==> src/rtl/wb_port_arbiter.sv <==
// Register-file write-port arbiter: the pipeline writeback normally wins, and a
// 2-entry aux FIFO drains in idle cycles or through a one-cycle forced grant.
module wb_port_arbiter #(
  parameter int unsigned STARVE_MAX = 4
) (
  input  logic        clk,
  input  logic        rst,
  input  logic        pipe_we,
  input  logic [3:0]  pipe_addr,
  input  logic [31:0] pipe_data,
  input  logic        aux_valid,
  input  logic [3:0]  aux_addr,
  input  logic [31:0] aux_data,
  output logic        aux_ready,
  output logic        rf_we,
  output logic [3:0]  rf_waddr,
  output logic [31:0] rf_wdata,
  output logic        pipe_stall,
  output logic [1:0]  fifo_count
);

  typedef enum logic {NORMAL, FORCE_AUX} state_t;

  localparam logic [3:0] STARVE_LIM = 4'(STARVE_MAX);

  state_t      state_q, state_d;
  logic [1:0]  rst_sync_q;
  logic        run;
  logic [3:0]  starve_q, starve_d;
  logic [1:0]  count_q, count_d;
  logic        wr_ptr_q, rd_ptr_q;
  logic [3:0]  fifo_addr_q [2];
  logic [31:0] fifo_data_q [2];
  logic        push, grant_pipe, grant_aux;
  logic        rf_we_q;
  logic [3:0]  rf_waddr_q;
  logic [31:0] rf_wdata_q;

  // Reset asserts asynchronously but releases on a clock edge, so grants only
  // start once the synchronized release has propagated.
  always_ff @(posedge clk or negedge rst) begin
    if (!rst) rst_sync_q <= 2'b00;
    else      rst_sync_q <= {rst_sync_q[0], 1'b1};
  end
  assign run = rst_sync_q[1];

  assign aux_ready = (count_q < 2'd2);
  assign push      = aux_valid && aux_ready;

  always_comb begin
    state_d    = state_q;
    starve_d   = starve_q;
    grant_pipe = 1'b0;
    grant_aux  = 1'b0;
    if (run) begin
      case (state_q)
        NORMAL: begin
          if (pipe_we)              grant_pipe = 1'b1;
          else if (count_q != 2'd0) grant_aux  = 1'b1;
          if (count_q == 2'd0 || grant_aux) starve_d = 4'd0;
          else if (starve_q != 4'hF)        starve_d = starve_q + 4'd1;
          if (starve_d == STARVE_LIM) state_d = FORCE_AUX;
        end
        FORCE_AUX: begin
          grant_aux = (count_q != 2'd0);
          starve_d  = 4'd0;
          state_d   = NORMAL;
        end
        default: state_d = NORMAL;
      endcase
    end
  end

  // Pop only ever comes from grant_aux, which requires a non-empty FIFO.
  always_comb begin
    count_d = count_q;
    case ({push, grant_aux})
      2'b10:   count_d = count_q + 2'd1;
      2'b01:   count_d = count_q - 2'd1;
      default: count_d = count_q;
    endcase
  end

  always_ff @(posedge clk or negedge rst) begin
    if (!rst) begin
      state_q    <= NORMAL;
      starve_q   <= 4'd0;
      count_q    <= 2'd0;
      wr_ptr_q   <= 1'b0;
      rd_ptr_q   <= 1'b0;
      rf_we_q    <= 1'b0;
      rf_waddr_q <= 4'd0;
      rf_wdata_q <= 32'd0;
    end else begin
      state_q  <= state_d;
      starve_q <= starve_d;
      count_q  <= count_d;
      if (push)      wr_ptr_q <= ~wr_ptr_q;
      if (grant_aux) rd_ptr_q <= ~rd_ptr_q;
      rf_we_q <= grant_pipe || grant_aux;
      if (grant_pipe) begin
        rf_waddr_q <= pipe_addr;
        rf_wdata_q <= pipe_data;
      end else if (grant_aux) begin
        rf_waddr_q <= fifo_addr_q[rd_ptr_q];
        rf_wdata_q <= fifo_data_q[rd_ptr_q];
      end
    end
  end

  // Entry storage needs no reset: occupancy alone decides what is valid.
  always_ff @(posedge clk) begin
    if (push) begin
      fifo_addr_q[wr_ptr_q] <= aux_addr;
      fifo_data_q[wr_ptr_q] <= aux_data;
    end
  end

  assign rf_we      = rf_we_q;
  assign rf_waddr   = rf_waddr_q;
  assign rf_wdata   = rf_wdata_q;
  assign pipe_stall = (state_q == FORCE_AUX);
  assign fifo_count = count_q;

endmodule

==> config.mk <==
export PLATFORM = sky130hd
export DESIGN_NAME = wb_port_arbiter
export DESIGN_NICKNAME = d
export VERILOG_FILES = /design/src/rtl/wb_port_arbiter.sv
export SDC_FILE = /design/constraint.sdc
export NUM_CORES = 1
export LEC_CHECK = 0
export ABC_CLOCK_PERIOD_IN_PS = 2650
export BUFFER_PORTS_ARGS = -buffer_cell sky130_fd_sc_hd__clkbuf_2
export CORE_ASPECT_RATIO = 0.8
export CORE_MARGIN = 10
export CORE_UTILIZATION = 48
export CTS_CLUSTER_SIZE = 12
export DETAILED_ROUTE_END_ITERATION = 7
export GPL_TIMING_DRIVEN = 0
export PLACE_DENSITY = 0.73
export RECOVER_POWER = 100
export SYNTH_ARGS = -nofsm -noshare
export SYNTH_HDL_FRONTEND = slang
export SYNTH_SLANG_ARGS = --single-unit
==> constraint.sdc <==
create_clock -name clk -period 2.65 [get_ports clk]
set_input_delay 0.53 -clock clk [delete_from_list [all_inputs] [get_ports clk]]
set_output_delay 0.53 -clock clk [all_outputs]
set_load 0.02 [all_outputs]
==> impl_metrics.py <==
metrics = {
    "status": {
        "status": "finished, final reports clean",
    },
    "synthesis": {
        "netlist_top_cells_area": "edfxtp_1, dfrtp_1, mux2i_1",
        "netlist_area_um2": 4768,
        "seq_area_frac_synth_pct": 70.53,
        "synth_top_area_cell": "edfxtp_1",
        "yosys.area.top_type_share_pct": 45.34,
        "syn_inst": 365,
        "synth_flop_cell": "edfxtp_1",
        "synth_nets": 443,
        "yosys_warnings": 0,
        "synth_area_per_cell_um2": 13.06,
        "async_flop_share_pct": 40.00,
        "ys_types": 33,
        "synth_edf_count": 72,
        "ys_seq_elements": 120,
    },
    "floorplanning": {
        "core_um2": 9649,
        "num_rows": 32,
        "initial_core_util_pct": 49.42,
        "pin_count": 117,
        "die_y_um": 109.1,
        "die_x_um": 131.4,
        "dieArea_um2": 14350,
    },
    "route": {
        "ant_nets": 0,
        "wirelength_um": 11120,
        "route.detailed.drc": 0,
        "dr.pass1.iters": 4,
        "drt_iter0_markers": 175,
        "wl_per_cell_um": 17.11,
        "route.vias.total": 3280,
        "via_per_inst": 5.046,
    },
    "power_and_ir_drop": {
        "p_leak_uw": 0.002507,
        "irDropWorstVdd_mv": 0.6622,
        "power_density_nw_per_um2": 1115,
        "power_uw": 6722,
    },
    "cts": {
        "cts_hold_buf": 0,
        "cts_tree": "done",
        "numCtsBuffers": 17,
        "htreeDepth": 4,
        "cts.path.max_buffers": 2,
        "path_clk_slew_ps": 50,
        "cts_root_buf": "clkbuf_16",
        "clkLatencyLatePin_ps": 400,
        "cts-resized-gates": 0,
        "clock_sinks": 120,
        "cts_setup_buffers": 0,
    },
    "grt": {
        "grt_use_total_pct": 15.73,
        "grt_max_degree": 49,
        "grt_pass1_vias": 3472,
        "grt_pass1_wl_um": 17530,
        "antenna_found_initial": 2,
        "grt_remaining_overflow": 0,
    },
    "sta": {
        "maxSlewHeadroom_pct": 18.48,
        "fmax_ghz": 0.4846,
        "worstMarginPinSlew_ps": 1223,
        "holdWs_ps": 313.7,
        "finalHoldViolations": 0,
        "fin_crit_sh_pct": 77.87,
        "slew_viol_final": 0,
        "rsz0062_at_grt": "false",
        "setup_viol": 0,
        "period_needed_ps": 2064,
        "fin_skew_ps": 8.852,
        "fin_setup_tns_ps": 0,
    },
    "critical_path": {
        "cp-start-kind": "flip-flop",
        "arrival_ps": 2170,
        "r2r_slack_ps": 590,
        "path_cells": "inv_1 -> nand2_1 -> nor2_2 -> buf_16",
        "r2r_start": "fifo_count[1]",
        "critPathSlowestCell": "nor2_2",
        "worstPathRequired_ps": 2760,
        "r2r_end": "fifo_data_q[0][20]",
        "endpoint_kind": "flip-flop",
        "reg2reg_depth": 4,
        "crit_fanout": 19,
        "max_stage_delay_ps": 840,
        "crit_type": "reg2reg",
    },
    "finish": {
        "n_antenna_cell": 0,
        "postLayoutCellArea_um2": 6031,
        "nNetsFinal": 579,
        "layout_common_cells": "nand2_1, clkbuf_1, o21ai_0",
        "syn2layout_area_growth_pct": 26.48,
        "drive_above_1_share_pct": 18.09,
        "nFillCells": 800,
        "multiInputGateArea_um2": 1266,
        "area.sequential_um2": 3363,
    },
    "flow_run": {
        "drv_cap": 0,
    },
    "worst_hold_path": {
        "min_path_type": "in2reg",
        "hold_end": "fifo_addr_q[1][1]",
        "hold_path_startpoint": "aux_addr[1]",
        "whs_path_depth": 1,
    },
    "placed_design": {
        "gp_congestion": 0.8317,
        "dpl_cell_area_um2": 5555,
        "port_buffers": 116,
        "hpwl_um": 8101,
    },
}
worst max path at each step:
stage	depth (start not counted)	startpoint	to
finish	4	fifo_count[1]	fifo_data_q[0][20]
global route	5	pipe_stall	rf_wdata[18]
CTS	4	fifo_count[1]	fifo_data_q[0][31]
detailed placement	5	pipe_we	rf_wdata[3]
global placement	3	aux_valid	fifo_data_q[0][7]
floorplan	3	fifo_count[1]	fifo_addr_q[0][0]
sequential cells by signal (all words and copies together), names as in the netlist:
| signal | cells |
|---|---|
| fifo_data_q | 64 |
| rf_wdata | 32 |
| fifo_addr_q | 8 |
| rf_waddr | 4 |
| starve_q | 4 |
| fifo_count | 2 |
| rst_sync_q | 2 |
| pipe_stall | 1 |
| rd_ptr_q | 1 |
| rf_we | 1 |
| wr_ptr_q | 1 |
synth_stat cells (2+ instances only):
library cell	instances
nand2_1	76
dfrtp_1	48
buf_2	9
mux2i_1	36
and3_1	2
clkbuf_1	3
nor2_1	5
o21ai_1	6
edfxtp_1	72
xnor2_1	5
o31ai_1	2
a21oi_1	2
buf_4	2
clkbuf_2	3
clkbuf_4	2
inv_1	5
o21ai_0	69
ha_1	2
nand2b_1	2
power by group:
| part | internal, uW | switching, uW | total [uW] |
|---|---|---|---|
| clock network | 1510 | 760 | 2270 |
| registers | 2500 | 213 | 2710 |
| logic | 597 | 1140 | 1740 |
| total | 4610 | 2110 | 6720 |
final cells by class:
cell class                      count  share of cell area [%]
Clock buffer                       22                   7.697
Sequential cell                   120                   55.77
Buffer                             19                   1.639
Inverter                            5                  0.3112
Timing Repair Buffer              117                   8.672
Multi-Input combinational cell    221                   21.00
Clock inverter                     10                   2.095
Tap cell                          136                   2.822
cells by family after synthesis:
group	share of synthesized area (%)
DFF	70.53
and+or+nand+nor	8.134
AOI/OAI and AO/OA	9.551
muxes	7.557
buffers and inverters	2.519
xor gates and xnor gates	1.102
adders and majority gates	0.5247
other	0.07864
through the flow:
| stage | cells | util, % | setup slack [ps] |
|---|---|---|---|
| floorplan | 365 | - | 392.7 |
| global placement | 617 | 57.22 | 51.09 |
| detailed placement | 618 | 57.57 | 690.2 |
| CTS | 650 | 63.69 | 842.2 |
| global route | 650 | 62.50 | 402.1 |
| finish | 650 | 62.50 | 586.5 |
metal layers:
metal | vias up | global-route usage (%) | share of wire (%)
met5 | - | 0 | 0.23
met4 | 4 | 5.230 | 0.76
met3 | 13 | 8.180 | 8.6
met2 | 121 | 24.71 | 46
met1 | 1565 | 18.48 | 44
li1 | 1577 | - | -
critical path, delay by kind of cell (launching register included):
| family | cells | cell delay, ps |
|---|---|---|
| DFF | 1 | 420 |
| and+or+nand+nor | 2 | 960 |
| buffers and inverters | 2 | 370 |
Power figures use the tool's default switching activity.
